<file path="src/rtl/uart_pkg.sv">
// Shared types and defaults for the UART receive controller.
package uart_pkg;

   typedef enum logic [2:0] {INIT, LOAD, READ, RUN, PEND} ctrl_state_t;

   localparam int unsigned UART_DEFAULT_BAUD = 115200;
   localparam int unsigned UART_HOLD_CYC     = 3;

endpackage

</file>
<file path="src/rtl/uart_rx_ctrl_if.sv">
// Buffered byte stream from the receive controller to its consumer.
interface uart_rx_ctrl_if #(
   parameter int unsigned DATA_WDTH = 8
) ();

   logic [DATA_WDTH-1:0] M_DATAo;
   logic                 M_VALIDo;
   logic                 M_READYi;

   modport master (output M_DATAo, output M_VALIDo, input M_READYi);
   modport slave  (input M_DATAo, input M_VALIDo, output M_READYi);

endinterface

</file>
<file path="src/rtl/uart_rx_fifo.sv">
// Byte buffer for captured receiver data; the caller only pushes when space is guaranteed.
module uart_rx_fifo
   import uart_pkg::*;
#(
   parameter int unsigned DATA_WDTH  = 8,
   parameter int unsigned FIFO_DEPTH = 4
) (
   input  logic                 i_clk,
   input  logic                 i_rst_n,
   input  logic                 i_push,
   input  logic                 i_pop,
   input  logic [DATA_WDTH-1:0] i_wdata,
   output logic [DATA_WDTH-1:0] o_rdata,
   output logic                 o_full,
   output logic                 o_empty
);

   localparam int unsigned AW = $clog2(FIFO_DEPTH);

   logic [DATA_WDTH-1:0] r_mem [FIFO_DEPTH];
   logic [AW-1:0]        r_wr_ptr;
   logic [AW-1:0]        r_rd_ptr;
   logic [AW:0]          r_count;

   always_ff @(posedge i_clk or negedge i_rst_n) begin
      if (!i_rst_n) begin
         for (int i = 0; i < int'(FIFO_DEPTH); i++) r_mem[i] <= '0;
         r_wr_ptr <= '0;
         r_rd_ptr <= '0;
         r_count  <= '0;
      end else begin
         if (i_push) begin
            r_mem[r_wr_ptr] <= i_wdata;
            r_wr_ptr        <= r_wr_ptr + 1'b1;
         end
         if (i_pop) r_rd_ptr <= r_rd_ptr + 1'b1;
         case ({i_push, i_pop})
            2'b10:   r_count <= r_count + 1'b1;
            2'b01:   r_count <= r_count - 1'b1;
            default: r_count <= r_count;
         endcase
      end
   end

   assign o_full  = (r_count == (AW+1)'(FIFO_DEPTH));
   assign o_empty = (r_count == '0);
   assign o_rdata = o_empty ? '0 : r_mem[r_rd_ptr];

endmodule

</file>
<file path="src/rtl/uart_rx_ctrl.sv">
// Receiver configuration sequencer plus RX_DONE edge capture into a byte buffer.
module uart_rx_ctrl
   import uart_pkg::*;
#(
   parameter int unsigned DATA_WDTH    = 8,
   parameter int unsigned FIFO_DEPTH   = 4,
   parameter int unsigned DEFAULT_BAUD = UART_DEFAULT_BAUD,
   parameter int unsigned HOLD_CYC     = UART_HOLD_CYC
) (
   input  logic                 CLKip,
   input  logic                 RSTNi,
   input  logic [31:0]          CFG_BAUDi,
   input  logic                 CFG_WEi,
   output logic                 CFG_BUSYo,
   output logic                 CFG_ERRo,
   input  logic                 RX_DONEi,
   input  logic                 RX_READYi,
   input  logic [DATA_WDTH-1:0] RX_DATAi,
   output logic [31:0]          BAUD_RATEo,
   output logic                 BAUD_WEo,
   output logic                 BAUD_RDo,
   uart_rx_ctrl_if.master       m_if,
   output logic                 OVFo,
   input  logic                 CLR_OVFi,
   output logic [15:0]          FRAME_CNTo
);

   localparam logic [7:0] HOLD_LAST = 8'(HOLD_CYC - 1);

   ctrl_state_t          r_state, w_state_nxt;
   logic [7:0]           r_hold, w_hold_nxt;
   logic [31:0]          r_baud, w_baud_nxt;
   logic                 w_err_set;
   logic                 r_cfg_err;
   logic                 r_rx_done_q;
   logic                 r_ovf;
   logic [15:0]          r_frame_cnt;
   logic                 w_capture, w_pop, w_push, w_ovf_set;
   logic                 w_full, w_empty, w_valid;
   logic [DATA_WDTH-1:0] w_rdata;

   always_ff @(posedge CLKip or negedge RSTNi) begin
      if (!RSTNi) begin
         r_state <= INIT;
         r_hold  <= '0;
         r_baud  <= DEFAULT_BAUD;
      end else begin
         r_state <= w_state_nxt;
         r_hold  <= w_hold_nxt;
         r_baud  <= w_baud_nxt;
      end
   end

   always_comb begin
      w_state_nxt = r_state;
      w_hold_nxt  = '0;
      w_baud_nxt  = r_baud;
      w_err_set   = 1'b0;
      unique case (r_state)
         INIT: w_state_nxt = LOAD;
         LOAD: begin
            if (r_hold == HOLD_LAST) w_state_nxt = READ;
            else                     w_hold_nxt  = r_hold + 8'd1;
         end
         READ: begin
            if (r_hold == HOLD_LAST) w_state_nxt = RUN;
            else                     w_hold_nxt  = r_hold + 8'd1;
         end
         RUN: begin
            if (CFG_WEi) begin
               if (CFG_BAUDi != '0) begin
                  w_baud_nxt  = CFG_BAUDi;
                  w_state_nxt = RX_READYi ? LOAD : PEND;
               end else begin
                  w_err_set = 1'b1;
               end
            end
         end
         PEND: if (RX_READYi) w_state_nxt = LOAD;
         default: w_state_nxt = INIT;
      endcase
   end

   // Full buffer accepts a capture only when a pop frees a slot in the same cycle.
   assign w_capture = RX_DONEi & ~r_rx_done_q;
   assign w_valid   = ~w_empty;
   assign w_pop     = w_valid & m_if.M_READYi;
   assign w_push    = w_capture & (~w_full | w_pop);
   assign w_ovf_set = w_capture & w_full & ~w_pop;

   always_ff @(posedge CLKip or negedge RSTNi) begin
      if (!RSTNi) begin
         r_rx_done_q <= 1'b0;
         r_cfg_err   <= 1'b0;
         r_ovf       <= 1'b0;
         r_frame_cnt <= '0;
      end else begin
         r_rx_done_q <= RX_DONEi;
         r_cfg_err   <= r_cfg_err | w_err_set;
         if (w_ovf_set)     r_ovf <= 1'b1;
         else if (CLR_OVFi) r_ovf <= 1'b0;
         if (w_push) r_frame_cnt <= r_frame_cnt + 16'd1;
      end
   end

   uart_rx_fifo #(
      .DATA_WDTH  (DATA_WDTH),
      .FIFO_DEPTH (FIFO_DEPTH)
   ) u_fifo (
      .i_clk   (CLKip),
      .i_rst_n (RSTNi),
      .i_push  (w_push),
      .i_pop   (w_pop),
      .i_wdata (RX_DATAi),
      .o_rdata (w_rdata),
      .o_full  (w_full),
      .o_empty (w_empty)
   );

   assign m_if.M_DATAo  = w_rdata;
   assign m_if.M_VALIDo = w_valid;
   assign CFG_BUSYo     = (r_state != RUN);
   assign CFG_ERRo      = r_cfg_err;
   assign BAUD_RATEo    = r_baud;
   assign BAUD_WEo      = (r_state == LOAD);
   assign BAUD_RDo      = (r_state == READ);
   assign OVFo          = r_ovf;
   assign FRAME_CNTo    = r_frame_cnt;

endmodule

</file>
<file path="src/flat_wrapper.sv">
// flat-port wrapper written by rule: the top's interface ports become plain ports
module uart_rx_ctrl_flat import uart_pkg::*;
#(
   parameter int unsigned DATA_WDTH    = 8,
   parameter int unsigned FIFO_DEPTH   = 4,
   parameter int unsigned DEFAULT_BAUD = UART_DEFAULT_BAUD,
   parameter int unsigned HOLD_CYC     = UART_HOLD_CYC
)
  (CLKip, RSTNi, CFG_BAUDi, CFG_WEi, CFG_BUSYo, CFG_ERRo, RX_DONEi, RX_READYi, RX_DATAi, BAUD_RATEo, BAUD_WEo, BAUD_RDo, OVFo, CLR_OVFi, FRAME_CNTo, m_if_M_DATAo, m_if_M_VALIDo, m_if_M_READYi);
  uart_rx_ctrl_if #(.DATA_WDTH(DATA_WDTH)) m_if_i ();
  input  logic CLKip;
  input  logic RSTNi;
  input  logic [31:0] CFG_BAUDi;
  input  logic CFG_WEi;
  output logic CFG_BUSYo;
  output logic CFG_ERRo;
  input  logic RX_DONEi;
  input  logic RX_READYi;
  input  logic [DATA_WDTH-1:0] RX_DATAi;
  output logic [31:0] BAUD_RATEo;
  output logic BAUD_WEo;
  output logic BAUD_RDo;
  output logic OVFo;
  input  logic CLR_OVFi;
  output logic [15:0] FRAME_CNTo;
  output wire logic [$bits(m_if_i.M_DATAo)-1:0] m_if_M_DATAo;
  output wire logic [$bits(m_if_i.M_VALIDo)-1:0] m_if_M_VALIDo;
  input wire logic [$bits(m_if_i.M_READYi)-1:0] m_if_M_READYi;
  assign m_if_M_DATAo = m_if_i.M_DATAo;
  assign m_if_M_VALIDo = m_if_i.M_VALIDo;
  assign m_if_i.M_READYi = m_if_M_READYi;
  uart_rx_ctrl #(.DATA_WDTH(DATA_WDTH), .FIFO_DEPTH(FIFO_DEPTH), .DEFAULT_BAUD(DEFAULT_BAUD), .HOLD_CYC(HOLD_CYC)) u_core (.CLKip(CLKip), .RSTNi(RSTNi), .CFG_BAUDi(CFG_BAUDi), .CFG_WEi(CFG_WEi), .CFG_BUSYo(CFG_BUSYo), .CFG_ERRo(CFG_ERRo), .RX_DONEi(RX_DONEi), .RX_READYi(RX_READYi), .RX_DATAi(RX_DATAi), .BAUD_RATEo(BAUD_RATEo), .BAUD_WEo(BAUD_WEo), .BAUD_RDo(BAUD_RDo), .m_if(m_if_i), .OVFo(OVFo), .CLR_OVFi(CLR_OVFi), .FRAME_CNTo(FRAME_CNTo));
endmodule
</file>
<file path="config.mk">
export PLATFORM = sky130hd
export DESIGN_NAME = uart_rx_ctrl_flat
export DESIGN_NICKNAME = d
export VERILOG_FILES = /design/src/rtl/uart_pkg.sv /design/src/rtl/uart_rx_ctrl_if.sv /design/src/rtl/uart_rx_fifo.sv /design/src/rtl/uart_rx_ctrl.sv /design/src/flat_wrapper.sv
export SDC_FILE = /design/constraint.sdc
export NUM_CORES = 1
export LEC_CHECK = 0
export BUFFER_PORTS_ARGS = -buffer_cell sky130_fd_sc_hd__buf_2
export CORE_ASPECT_RATIO = 0.8
export CORE_MARGIN = 8
export CORE_UTILIZATION = 55
export CTS_CLUSTER_SIZE = 28
export DETAILED_ROUTE_END_ITERATION = 10
export GPL_TIMING_DRIVEN = 0
export PLACE_DENSITY = 0.82
export SLEW_MARGIN = 20
export SYNTH_ARGS = -nofsm -noshare
export SYNTH_HDL_FRONTEND = slang
export SYNTH_HIERARCHICAL = 1
export SYNTH_SLANG_ARGS = --single-unit
</file>
<file path="constraint.sdc">
create_clock -name CLKip -period 4.2 [get_ports CLKip]
set_clock_uncertainty 0.05 [all_clocks]
set_input_delay 0.84 -clock CLKip [delete_from_list [all_inputs] [get_ports CLKip]]
set_output_delay 0.84 -clock CLKip [all_outputs]
set_load 0.02 [all_outputs]
</file>
# [Word-level counts from Yosys, hierarchy flattened]
# Cells that the tools add are included.
[word_totals] register_bits=101 wordCells=81 inputBits=47
[op_classes] eq_ne=14 addsub=6 n_reduce_logical=9 bitwise=13 magnitude_cmp=3 mux=22
[ops] operator="$mux 8" count=6
[ops] operator="$bwmux 32" count=1
[ops] operator="$reduce_bool 32->1" count=1
[ops] operator="$mux 3" count=6
[ops] operator="$add 16x1->16 const B" count=1
[ops] operator="$bmux 8 s2" count=1
[ops] operator="$demux 8 s2" count=1
[ops] operator="$pmux 3 s5" count=1
[ops] operator="$add 8x1->8 const B" count=1
[ops] operator="$eq 8x2->1 const B" count=1
[ops] operator="$eq 3x2->1 const B" count=2
[ops] operator="$eq 3x3->1 const B" count=2
[ops] operator="$ge 3x3->1 const B" count=2
[ops] operator="$logic_not 3->1" count=2
[ops] operator="$ne 2x1->1 const B" count=3
[ops] operator="$not 2->3" count=2
[ops] operator="$pmux 3 s2" count=1
[ops] operator="$and 1x1->1" count=5
[ops] operator="$mux 1" count=5
[ops] operator="$reduce_and 5->1" count=1
[ops] operator="$add 2x1->2 const B" count=2
[ops] operator="$ne 2x2->1 const B" count=2
[ops] operator="$not 1->1" count=4
[ops] operator="$reduce_bool 2->1" count=2
[ops] operator="other kinds (11)" count=12

# [Logic depth before layout (Yosys ltp)]
# Gate-level depths: netlist of run 1.
[depth] word_depth=7 mapped_depth=11 depth_no_buf=10

# [Cells and area by module]
# Netlist of run 1, hierarchy kept.
[modules_own_cells] mod="uart_rx_ctrl" n_inst=1 seq_area_each_um2=1556.5 cells_each=212 area_per_inst_um2=2736.4
[modules_own_cells] mod="uart_rx_fifo" n_inst=1 seq_area_each_um2=975.9 cells_each=119 area_per_inst_um2=1803.0

# [Worst setup path after synthesis of run 1]
# Ideal clock, no wire load.
[synth_timing] path_kind="register to register" startpoint="reg u_core.u_fifo.r_count[0]" endpoint="reg u_core.u_fifo.r_count[2]" synth_period_minus_slack_ns=2.458 slack_ns=1.742 path_stages_with_launch=12 arrival_ns=2.329 setup_ns=0.079 required_time_ns=4.071 n_path_buf=1 path_cell_list="dfrtp_1 -> nor3_2 -> nand2b_4 -> a21oi_1 -> buf_2 -> inv_1 -> ha_1 -> inv_1 -> fa_1 -> xor2_1 -> nor2_1 -> xor2_1"
[synth_between] elab_chain_cells=7 elab_cells_between_ends=13
[synth_rtl] element="start, declared" line_no="uart_rx_fifo.sv:23" rtl="logic [AW:0] r_count;"
[synth_rtl] element="start signal, assigned" line_no="uart_rx_fifo.sv:38" rtl="2'b10: r_count <= r_count + 1'b1;"
[synth_rtl] element="start signal, assigned" line_no="uart_rx_fifo.sv:39" rtl="2'b01: r_count <= r_count - 1'b1;"
[synth_rtl] element="start signal, assigned" line_no="uart_rx_fifo.sv:40" rtl="default: r_count <= r_count;"
[synth_rtl] element="$logic_not 3->1 *" line_no="uart_rx_fifo.sv:46" rtl="assign o_empty = (r_count == '0);"
[synth_rtl] element="named net u_core.w_empty" line_no="uart_rx_ctrl.sv:39" rtl="logic w_full, w_empty, w_valid;"
[synth_rtl] element="$not 1->1 *" line_no="uart_rx_ctrl.sv:86" rtl="assign w_valid = ~w_empty;"
[synth_rtl] element="$and 1x1->1 *" line_no="uart_rx_ctrl.sv:87" rtl="assign w_pop = w_valid & m_if.M_READYi;"
[synth_rtl] element="$or 1x1->1 *" line_no="uart_rx_ctrl.sv:88" rtl="assign w_push = w_capture & (~w_full | w_pop);"
[synth_rtl] element="$and 1x1->1 *" line_no="uart_rx_ctrl.sv:88"
[synth_rtl] element="named net u_core.w_push" line_no="uart_rx_ctrl.sv:38" rtl="logic w_capture, w_pop, w_push, w_ovf_set;"
[synth_rtl] element="$eq 2x1->1 or $eq 2x2->1 (tied branches)" line_no="uart_rx_fifo.sv:37" rtl="case ({i_push, i_pop})"
[synth_rtl] element="$pmux 3 s2 or $reduce_bool 2->1 (tied branches)"
# The timed path passes the listed nets; every way through them passes the cells marked *.
# A chain may end at the register's enable or synchronous reset.

# [Final worst setup path of run 1]
# Same ends and word-level chain as after synthesis.

==> run_results.csv, run 1 <==
group,metric,value,unit
run_status,status,"finished, final reports clean",
finish,n_antenna_cell,0,
clock_tree,cts-root-buf,"clkbuf_8",
clock_tree,cts_resized,0,
synthesis,synth_common_cells,"dfrtp_1 (97), mux2_2 (63), xor2_1 (18)",
worst_setup_path,critPathTopFamily,"simple AND/OR/NAND/NOR gates",
worst_setup_path,max_stage_delay,0.65,ns
grt,antenna_found_initial,0,
sta,fmax,338,MHz
place,port_buffers,108,
worst_setup_path,worstRegToRegCells,11,
route,first_pass_iters,4,
sta,hold_viol_final,0,
grt,grt_usage,16.6,%
finish,fin_nets,507,
worst_setup_path,path_max_fanout,10,
synthesis,synth_cell_types,46,
synthesis,synth_top_area_share,53.5,%
synthesis,ys_seq_area_share,55.8,%
clock_tree,clock_latency,0.34,ns
finish,synthToLayoutAreaGrowth,19.7,%
synthesis,syn_avg_cell_area,13.7,um2
sta,holdWs,0.304,ns
die,rows,29,
sta,worst_slack,1.24,ns
synthesis,ys_warn_count,6,
synthesis,synthCells,331,
sta,fin_setup_tns,0,ns
synthesis,synth_edf_count,0,
route,routed_wl,9430,um
pwr,p_leak,2.58,nW
worst_setup_path,rr_startpoint,"u_core/u_fifo/r_count[0]$_DFFE_PN0P_",
die,dieWidth,118,um
route,postRouteAntennaNets,0,
sta,setup_viol,0,
worst_setup_path,critical_path_arrival,3.17,ns
grt,grt_pass1_wl,15900,um
synthesis,ys.flop_type,"dfrtp_1",
die,die_area,11400,um2
die,num_io_pins,109,
worst_setup_path,end_kind,"register",
sta,rsz0062_at_grt,"false",
finish,fill_cells,603,
finish,drive_above_1_share,47.1,%
worst_setup_path,slowest_stage,"nor3_2",
route,via_count,3027,
sta,relSlewSlack,47.6,%
worst_setup_path,cp_cell_sequence,"nor3_2 > nand2b_4 > a21oi_1 > buf_2 > inv_1 > ha_1 > inv_1 > fa_1 > xor2_1 > nor2_1 > xor2_1",
pwr,ir_worst_vdd,0.412,mV
clock_tree,clock_sinks,101,
clock_tree,cts_made_buffers,9,
synthesis,synthesis.area,4540,um2
worst_hold_path,hold_path_class,"input pin to async pin",
worst_setup_path,cp.buffers_inverters,3,
route,post_drt_wl_per_cell,16.7,um
grt,first_global_vias,3315,
sta,finalMaxSlewViolations,0,
synthesis,synthTopCellsByArea,"dfrtp_1 (53%), mux2_2 (16%), mux4_2 (4.0%)",
worst_setup_path,reg2reg_to,"u_core/u_fifo/r_count[2]$_DFFE_PN0P_",
finish,fin_util,68.0,%
clock_tree,clk_path_buf_depth,2,
sta,fin_crit,2.96,ns
worst_setup_path,required,4.42,ns
route,post_drt_via_cell_ratio,5.37,
place,place_area,5250,um2
sta,worstMarginPinSlew,0.782,ns
flow_run,cap_viol_max_count,0,
die,start_util,56.9,%
place,dpl.hpwl,7200,um
grt,gr-total-overflow,0,
clock_tree,clk_pin_slew,0.09,ns
die,fp.coreArea,7980,um2
die,die_y,97.3,um
clock_tree,cts_setup_buffers,0,
worst_setup_path,ff2ff_setup_slack,1.24,ns
grt,grt_max_degree,74,
clock_tree,cts_hold_buf,0,
synthesis,ys_ff_latch,101,
worst_setup_path,criticalPathCategory,"register to register",
synthesis,synth.most_common_cell,"dfrtp_1",
route,drc,0,
finish,final_area,5430,um2
route,initialDrtViolationCount,97,
synthesis,synth_nets,387,
sta,fin_crit_sh,70.4,%
clock_tree,ctsHtreeMaxLevel,3,
place,pre_cts_slack,1.22,ns
clock_tree,cts_tree,"yes",
worst_setup_path,cp-start-kind,"register",
synthesis,async_reset_ff_share,100,%
synthesis,synth_top_cell_by_area,"dfrtp_1",
pwr,powerDensity,725,nW/um2
place,gp_congestion,0.800,
-- metrics by stage --
step | cells | total power, mW
global placement | 547 | 3.33
floorplan | 331 | 2.85
detailed placement | 548 | 3.42
global route | 564 | 4.19
CTS | 564 | 3.99
finish | 564 | 3.94
-- final cells by class --
type	instances	area, um2	share of cell area [%]
timing repair buffer	109	574	10.6
tap	108	135	2.49
sequential	101	2530	46.6
clock inverter	5	41.3	0.760
multi-input combinational	205	1860	34.3
buffer	10	88.8	1.64
clock buffer	11	141	2.60
inverter	15	56.3	1.04
-- power by group --
part / switching, mW / internal, mW
clock network: 0.320 / 0.239
logic: 0.931 / 0.825
registers: 0.237 / 1.39
-- logic make-up after synthesis --
family	count (synthesis)	synth area share, %
buffers and inverters	25	3.20
adder cells (fa/ha/maj)	9	2.65
multiplexers	74	20.3
AND/OR/NAND/NOR	81	10.3
flip-flops	101	55.8
XOR/XNOR	28	5.40
AO/OA/AOI/OAI	13	2.34
-- layout by cell type (no fill, tap or decap), drive strengths merged, types with 2 or more instances in the layout --
master	n
buf	119
ha	8
mux2	65
and3	5
nor4	9
and4	2
nor3	8
nand4	6
dfrtp	97
xnor2	10
nand2	12
xor2	18
mux4	8
nand2b	2
inv	18
clkbuf	11
nor2	14
nor3b	3
nand3	7
clkinvlp	2
nor2b	9
dfstp	4
-- worst register-to-register path, stage by stage, from the launching register on --
cell	delay (ns)
dfrtp_1	0.42
nor3_2	0.65
nand2b_4	0.29
a21oi_1	0.16
buf_2	0.22
inv_1	0.07
ha_1	0.17
inv_1	0.06
fa_1	0.37
xor2_1	0.15
nor2_1	0.14
xor2_1	0.16
-- worst max-delay path by stage --
stage                                                     from                                    to  slack [ns]  cells after the start
after floorplan           u_core/u_fifo/r_count[0]$_DFFE_PN0P_  u_core/u_fifo/r_count[2]$_DFFE_PN0P_        1.74                     11
after global placement                                   RSTNi      u_core/BAUD_RATEo[4]$_DFFE_PN0P_        1.27                      1
after detailed placement  u_core/u_fifo/r_count[0]$_DFFE_PN0P_  u_core/u_fifo/r_count[2]$_DFFE_PN0P_        1.22                     11
after CTS                 u_core/u_fifo/r_count[0]$_DFFE_PN0P_  u_core/u_fifo/r_count[2]$_DFFE_PN0P_        1.19                     11
after global routing      u_core/u_fifo/r_count[0]$_DFFE_PN0P_  u_core/u_fifo/r_count[2]$_DFFE_PN0P_        1.03                     11
final                     u_core/u_fifo/r_count[0]$_DFFE_PN0P_  u_core/u_fifo/r_count[2]$_DFFE_PN0P_        1.24                     11
-- flip-flops by register name, summed over array words and instances (netlist names), 2 cells and up --
| name | flops |
|---|---|
| u_core/r_state | 3 |
| u_core/r_hold | 8 |
| u_core/u_fifo/r_wr_ptr | 2 |
| u_core/FRAME_CNTo | 16 |
| u_core/u_fifo/r_mem | 32 |
| u_core/u_fifo/r_count | 3 |
| u_core/BAUD_RATEo | 32 |
| u_core/u_fifo/r_rd_ptr | 2 |
-- metal layers --
layer  track usage [%]  wire [um]
met5                 0          0
met4              3.54         44
met3              6.45        730
met2              27.4       4410
met1              20.3       4250
Note: power is estimated with default switching activity, not from simulation.
==> run 2: changes to the inputs <==
--- a/config.mk
+++ b/config.mk
@@ -8,11 +8,11 @@
 export BUFFER_PORTS_ARGS = -buffer_cell sky130_fd_sc_hd__buf_2
 export CORE_ASPECT_RATIO = 0.8
 export CORE_MARGIN = 8
-export CORE_UTILIZATION = 55
+export CORE_UTILIZATION = 48
 export CTS_CLUSTER_SIZE = 28
 export DETAILED_ROUTE_END_ITERATION = 10
 export GPL_TIMING_DRIVEN = 0
-export PLACE_DENSITY = 0.82
+export PLACE_DENSITY = 0.76
 export SLEW_MARGIN = 20
 export SYNTH_ARGS = -nofsm -noshare
 export SYNTH_HDL_FRONTEND = slang
==> constraint.sdc (replaced) <==
create_clock -name CLKip -period 2.43 [get_ports CLKip]
set_clock_uncertainty 0.05 [all_clocks]
set_input_delay 0.486 -clock CLKip [delete_from_list [all_inputs] [get_ports CLKip]]
set_output_delay 0.486 -clock CLKip [all_outputs]
set_load 0.02 [all_outputs]
==> run 2 against run 1 <==
  * Final area rose by 3.6%
  * Clock-buffer cell count rose by 1
  * Setup slack got worse by 1.0 ns
  * First-iteration DRC count rose by 96%
  * Sequential power rose by 73%
  * Via count fell by 0.83%
  * Sequential cell count did not move
  * Cell count rose by 1.6%
  * Critical path depth fell by 7
  * Hold slack got worse by 0.29 ns
  * Clock power rose to 2.9 times the previous value
==> run_results.csv, run 2 (synthesis gave the netlist of run 1 again) <==
group,metric,value,unit
place,place_area,5260,um2
clock_tree,cts_tree,"yes",
route,post_drt_wl_per_cell,17.1,um
clock_tree,cts_hold_buf,0,
route,drc,0,
pwr,powerDensity,1330,nW/um2
pwr,clkPwrFrac,21.4,%
worst_setup_path,reg2reg_to,"u_core/u_fifo/r_count[2]$_DFFE_PN0P_",
die,die_y,103,um
clock_tree,cts_made_buffers,9,
pwr,p_seq_share,37.4,%
finish,synthToLayoutAreaGrowth,24.0,%
grt,grt_usage,15.7,%
worst_setup_path,ff2ff_setup_slack,0.27,ns
worst_setup_path,criticalPathCategory,"register to output port",
pwr,total_power,7.51,mW
grt,antenna_found_initial,0,
finish,most-common-layout-cells,"buf_2 (108), dfrtp_1 (96), mux2_2 (63)",
worst_hold_path,hold_path_class,"input pin to async pin",
pwr,pwr-share-comb,41.2,%
run_status,status,"finished, final reports clean",
worst_setup_path,rr_startpoint,"u_core/u_fifo/r_count[0]$_DFFE_PN0P_",
worst_setup_path,worstRegToRegCells,10,
route,routed_wl,9770,um
die,start_util,49.8,%
die,dieWidth,125,um
sta,setup_viol,0,
pwr,p_leak,2.67,nW
worst_setup_path,slowest_stage,"mux4_2",
route,first_pass_iters,4,
sta,hold_viol_final,0,
finish,n_antenna_cell,0,
sta,rsz0062_at_grt,"false",
place,gp_congestion,0.768,
grt,first_global_vias,3270,
pwr,ir_worst_vdd,0.931,mV
place,dpl.hpwl,7130,um
clock_tree,clk_pin_slew,0.06,ns
sta,fin_crit,2.21,ns
clock_tree,clk_path_buf_depth,2,
sta,worstMarginPinSlew,0.449,ns
route,via_count,3002,
worst_setup_path,path_max_fanout,10,
pwr,power_switching,2.64,mW
place,port_buffers,108,
sta,relSlewSlack,69.6,%
sta,worst_slack,0.222,ns
grt,grt_max_degree,55,
sta,fmax,453,MHz
worst_setup_path,critical_path_arrival,1.67,ns
flow_run,cap_viol_max_count,0,
clock_tree,clock_sinks,101,
die,rows,31,
finish,drive_above_1_share,47.4,%
clock_tree,clock_latency,0.34,ns
route,post_drt_via_cell_ratio,5.24,
worst_setup_path,end_kind,"output port",
route,initialDrtViolationCount,190,
worst_setup_path,required,1.89,ns
place,pre_cts_slack,-0.305,ns
worst_setup_path,cp_cell_sequence,"buf_6 > mux4_2 > nor2b_1 > buf_2",
finish,final_common_cell,"buf_2",
sta,fin_crit_sh,90.9,%
worst_setup_path,cp-start-kind,"register",
finish,final_area,5630,um2
die,die_area,12800,um2
worst_setup_path,max_stage_delay,0.52,ns
pwr,p_int,4.87,mW
die,fp.coreArea,9110,um2
grt,gr-total-overflow,0,
pwr,swShare,35.2,%
sta,finalMaxSlewViolations,0,
finish,fin_nets,509,
clock_tree,ctsHtreeMaxLevel,3,
grt,grt_pass1_wl,16100,um
die,num_io_pins,109,
route,postRouteAntennaNets,0,
clock_tree,cts-root-buf,"clkbuf_16",
[run 2: cell count changes in the layout (fill, tap and decap cells not counted), sizes merged]
cell	before	now
inv	18	15
clkbuf	11	12
buf	119	121
clkinvlp	2	1
bufinv	0	3
[run 2: power groups by stage]
stage	Combinational [mW]	Clock, mW	Sequential [mW]
after floorplan	1.78	0	3.16
after global placement	3.00	0	2.77
after detailed placement	3.10	0	2.82
after CTS	3.12	1.66	2.80
after global routing	3.35	1.73	2.90
final	3.09	1.61	2.81
[run 2: worst max-delay path by stage]
stage                                                      from                                   end  cells past startpoint
after CTS                  u_core/u_fifo/r_count[0]$_DFFE_PN0P_  u_core/u_fifo/r_count[2]$_DFFE_PN0P_                     11
after global routing       u_core/u_fifo/r_count[0]$_DFFE_PN0P_  u_core/u_fifo/r_count[2]$_DFFE_PN0P_                     10
after floorplan            u_core/u_fifo/r_count[0]$_DFFE_PN0P_  u_core/u_fifo/r_count[2]$_DFFE_PN0P_                     11
after detailed placement   u_core/u_fifo/r_count[0]$_DFFE_PN0P_  u_core/u_fifo/r_count[2]$_DFFE_PN0P_                     11
after global placement     u_core/u_fifo/r_count[0]$_DFFE_PN0P_  u_core/u_fifo/r_count[2]$_DFFE_PN0P_                     11
final                     u_core/u_fifo/r_rd_ptr[0]$_DFFE_PN0P_                       m_if_M_DATAo[0]                      4
[run 2: per-layer routing]
metal | part of all wire, % | GRT usage [%] | vias to the layer above
met5 | 0 | 0 | -
met4 | 1.5 | 6.09 | 0
met3 | 6.7 | 6.01 | 12
met2 | 48 | 25.1 | 77
met1 | 44 | 18.9 | 1491
li1 | - | - | 1422
[run 2: stage by stage]
| step | std cells | setup TNS [ns] | hold WS (ns) | util, % |
|---|---|---|---|---|
| final | 573 | 0 | 0.0153 | 61.7 |
| after global routing | 573 | 0 | 0.0536 | 61.7 |
| after CTS | 572 | 0 | 0.0321 | 61.5 |
| after detailed placement | 555 | -0.479 | 0.401 | 57.7 |
| after global placement | 554 | -18.82 | 0.398 | 57.4 |
| after floorplan | 331 | 0 | 0.140 | - |
[run 2: layout make-up]
class                      count  area (um2)
clock buffer                  12         236
multi-input combinational    205        1880
inverter                      15        56.3
fill                         728        3490
tap                          115         144
clock inverter                 4        97.6
buffer                         9        83.8
timing repair buffer         112         597
sequential                   101        2530
[run 2: worst max-delay path, delay by kind of cell, from the launching register on]
kind	cells	cell delay, ns
muxes	1	0.52
buffers and inverters	2	0.33
and+or+nand+nor	1	0.14
DFF	1	0.34
[run 2: timing repair]
action	4_1_cts	5_1_grt
gates resized for setup	1	2
pin swaps	1	1
endpoints found under the setup margin	27	2
buffers inserted	1	2
==> run 3: changes to the inputs <==
--- a/config.mk
+++ b/config.mk
@@ -5,7 +5,7 @@
 export SDC_FILE = /design/constraint.sdc
 export NUM_CORES = 1
 export LEC_CHECK = 0
-export BUFFER_PORTS_ARGS = -buffer_cell sky130_fd_sc_hd__buf_2
+export BUFFER_PORTS_ARGS = -buffer_cell sky130_fd_sc_hd__clkbuf_2
 export CORE_ASPECT_RATIO = 0.8
 export CORE_MARGIN = 8
 export CORE_UTILIZATION = 48
==> constraint.sdc (replaced) <==
create_clock -name CLKip -period 2.43 [get_ports CLKip]
set_clock_uncertainty 0.05 [all_clocks]
set_input_delay 0.3645 -clock CLKip [delete_from_list [all_inputs] [get_ports CLKip]]
set_output_delay 0.3645 -clock CLKip [all_outputs]
set_load 0.02 [all_outputs]
==> run 3 against run 2 <==
  * Power shrank 1.0%
  * Setup slack better by 0.057 ns
  * Die area is the same
  * Combinational power decreased by 1%
  * Global-route usage is 0.20 points lower
  * Non-clock buffer count unchanged
  * Sequential cell count did not move
  * Sequential power hardly changed
  * Cell count unchanged
  * Hold slack improved by 0.076 ns
  * Critical path type is now register to register
==> run_results.csv, run 3 (synthesis gave the netlist of run 1 again) <==
group,metric,value,unit
finish,final_cells,573,
sta,worstMarginPinSlew,0.463,ns
worst_hold_path,hold_path_class,"input pin to register",
die,dieWidth,125,um
worst_setup_path,critical_path_arrival,2.33,ns
finish,drive_above_1_share,48.3,%
sta,rsz0062_at_grt,"false",
worst_setup_path,path_max_fanout,13,
finish,synthToLayoutAreaGrowth,24.1,%
flow_run,cap_viol_max_count,0,
route,via_count,3002,
worst_setup_path,reg2reg_to,"u_core/u_fifo/r_count[2]$_DFFE_PN0P_",
place,gp_congestion,0.773,
die,start_util,49.8,%
die,rows,31,
worst_hold_path,min_from,"RX_DONEi",
worst_setup_path,rr_startpoint,"u_core/u_fifo/r_count[0]$_DFFE_PN0P_",
route,routed_wl,9450,um
grt,antenna_found_initial,0,
grt,gr-total-overflow,0,
sta,setup_viol,0,
grt,grt_max_degree,60,
worst_setup_path,slowest_stage,"dfrtp_2",
pwr,ir_worst_vdd,0.834,mV
die,die_area,12800,um2
finish,most-common-layout-cells,"clkbuf_2 (107), dfrtp_1 (95), mux2_2 (63)",
sta,holdWs,0.0912,ns
sta,relSlewSlack,68.7,%
worst_hold_path,whs_path_depth,1,
sta,fin_crit_sh,88.5,%
sta,fmax,465,MHz
die,die_y,103,um
route,postRouteAntennaNets,0,
clock_tree,ctsHtreeMaxLevel,3,
place,dpl.hpwl,7060,um
clock_tree,clock_sinks,101,
die,fp.coreArea,9110,um2
worst_setup_path,required,2.61,ns
clock_tree,cts_made_buffers,9,
route,post_drt_wl_per_cell,16.5,um
worst_setup_path,max_stage_delay,0.41,ns
worst_setup_path,ff2ff_setup_slack,0.28,ns
route,first_pass_iters,4,
sta,fin_crit,2.15,ns
sta,finalMaxSlewViolations,0,
clock_tree,clock_latency,0.35,ns
route,initialDrtViolationCount,142,
grt,first_global_vias,3286,
place,placed_cells,555,
grt,grt_pass1_wl,16000,um
pwr,p_leak,2.68,nW
clock_tree,cts_tree,"yes",
worst_setup_path,criticalPathCategory,"register to register",
place,port_buffers,108,
route,post_drt_via_cell_ratio,5.24,
finish,n_antenna_cell,0,
worst_setup_path,critPathTopFamily,"flip-flops",
worst_setup_path,cp_common_cell,"inv_1",
clock_tree,clk_pin_slew,0.07,ns
run_status,status,"finished, final reports clean",
worst_setup_path,cp_cell_sequence,"inv_1 > and3_2 > a21oi_4 > inv_1 > ha_1 > inv_1 > fa_1 > xor2_1 > nor2_1 > xor2_1",
clock_tree,cts-root-buf,"clkbuf_16",
clock_tree,clk_path_buf_depth,2,
worst_setup_path,worstRegToRegCells,10,
worst_setup_path,end_kind,"register",
sta,hold_viol_final,0,
finish,final_common_cell,"clkbuf_2",
finish,fin_nets,509,
worst_setup_path,cp.buffers_inverters,3,
die,num_io_pins,109,
worst_hold_path,min_to,"u_core/r_rx_done_q$_DFF_PN0_",
grt,grt_usage,15.5,%
route,drc,0,
pwr,powerDensity,1320,nW/um2
worst_setup_path,cp-start-kind,"register",
==> run 3: cell types whose count changed in the layout (fill, tap and decap cells not counted), moves of 2 or more <==
cell	change
buf_2	-107
clkbuf_1	-3
clkbuf_2	+107
clkbuf_8	+2
inv_6	+2
==> run 3: how the worst max path moves through the flow <==
stage                                    startpoint                                   end  slack (ns)  depth (start not counted)
5_1_grt        u_core/u_fifo/r_count[2]$_DFFE_PN0P_  u_core/u_fifo/r_count[2]$_DFFE_PN0P_        0.12                         10
3_3_place_gp                                  RSTNi     u_core/FRAME_CNTo[13]$_DFFE_PN0P_       -0.34                          1
6_report       u_core/u_fifo/r_count[0]$_DFFE_PN0P_  u_core/u_fifo/r_count[2]$_DFFE_PN0P_        0.28                         10
4_1_cts        u_core/u_fifo/r_count[0]$_DFFE_PN0P_  u_core/u_fifo/r_count[2]$_DFFE_PN0P_        0.11                         11
2_1_floorplan  u_core/u_fifo/r_count[0]$_DFFE_PN0P_  u_core/u_fifo/r_count[2]$_DFFE_PN0P_        0.07                         11
3_5_place_dp   u_core/u_fifo/r_count[0]$_DFFE_PN0P_  u_core/u_fifo/r_count[2]$_DFFE_PN0P_       -0.31                         11
==> run 3: timing repair <==
| item | 4_1_cts | 5_1_grt |
|---|---|---|
| pin swaps | 1 | 1 |
| hold endpoints to repair | 38 | 0 |
| endpoints found under the setup margin | 13 | 2 |
| hold buffers | 1 | 0 |
| gates resized for setup | 1 | 4 |
| setup buffers | 1 | 1 |
==> run 3: metal layers <==
| layer | vias to the layer above | wire, um | GRT usage, % |
|---|---|---|---|
| li1 | 1419 | - | - |
| met1 | 1487 | 4190 | 18.8 |
| met2 | 83 | 4430 | 24.0 |
| met3 | 13 | 696 | 6.94 |
| met4 | 0 | 134 | 5.54 |
| met5 | - | 0 | 0 |
==> run 3: cell type report <==
type                       count  area (um2)
buffer                         9        83.8
clock buffer                  10         239
clock inverter                 6        93.8
fill                         735        3480
inverter                      15        56.3
multi-input combinational    205        1880
sequential                   101        2530
tap                          115         144
timing repair buffer         112         602
==> run 3: report_power, final <==
part           internal [mW]  switching [mW]
clock                  0.939           0.633
sequential              2.40           0.409
combinational           1.43            1.62
==> run 3: per-stage QoR <==
| stage | total power, mW | setup WS (ns) | utilization [%] | area, um2 | setup TNS, ns |
|---|---|---|---|---|---|
| 3_5_place_dp | 5.91 | -0.308 | 57.8 | 5270 | -0.402 |
| 4_1_cts | 7.53 | 0.108 | 61.7 | 5620 | 0 |
| 3_3_place_gp | 5.78 | -0.345 | 57.4 | 5230 | -32.96 |
| 5_1_grt | 7.93 | 0.118 | 61.8 | 5630 | 0 |
| 6_report | 7.44 | 0.279 | 61.8 | 5630 | 0 |
| 2_1_floorplan | 4.93 | 0.0664 | - | 4550 | 0 |
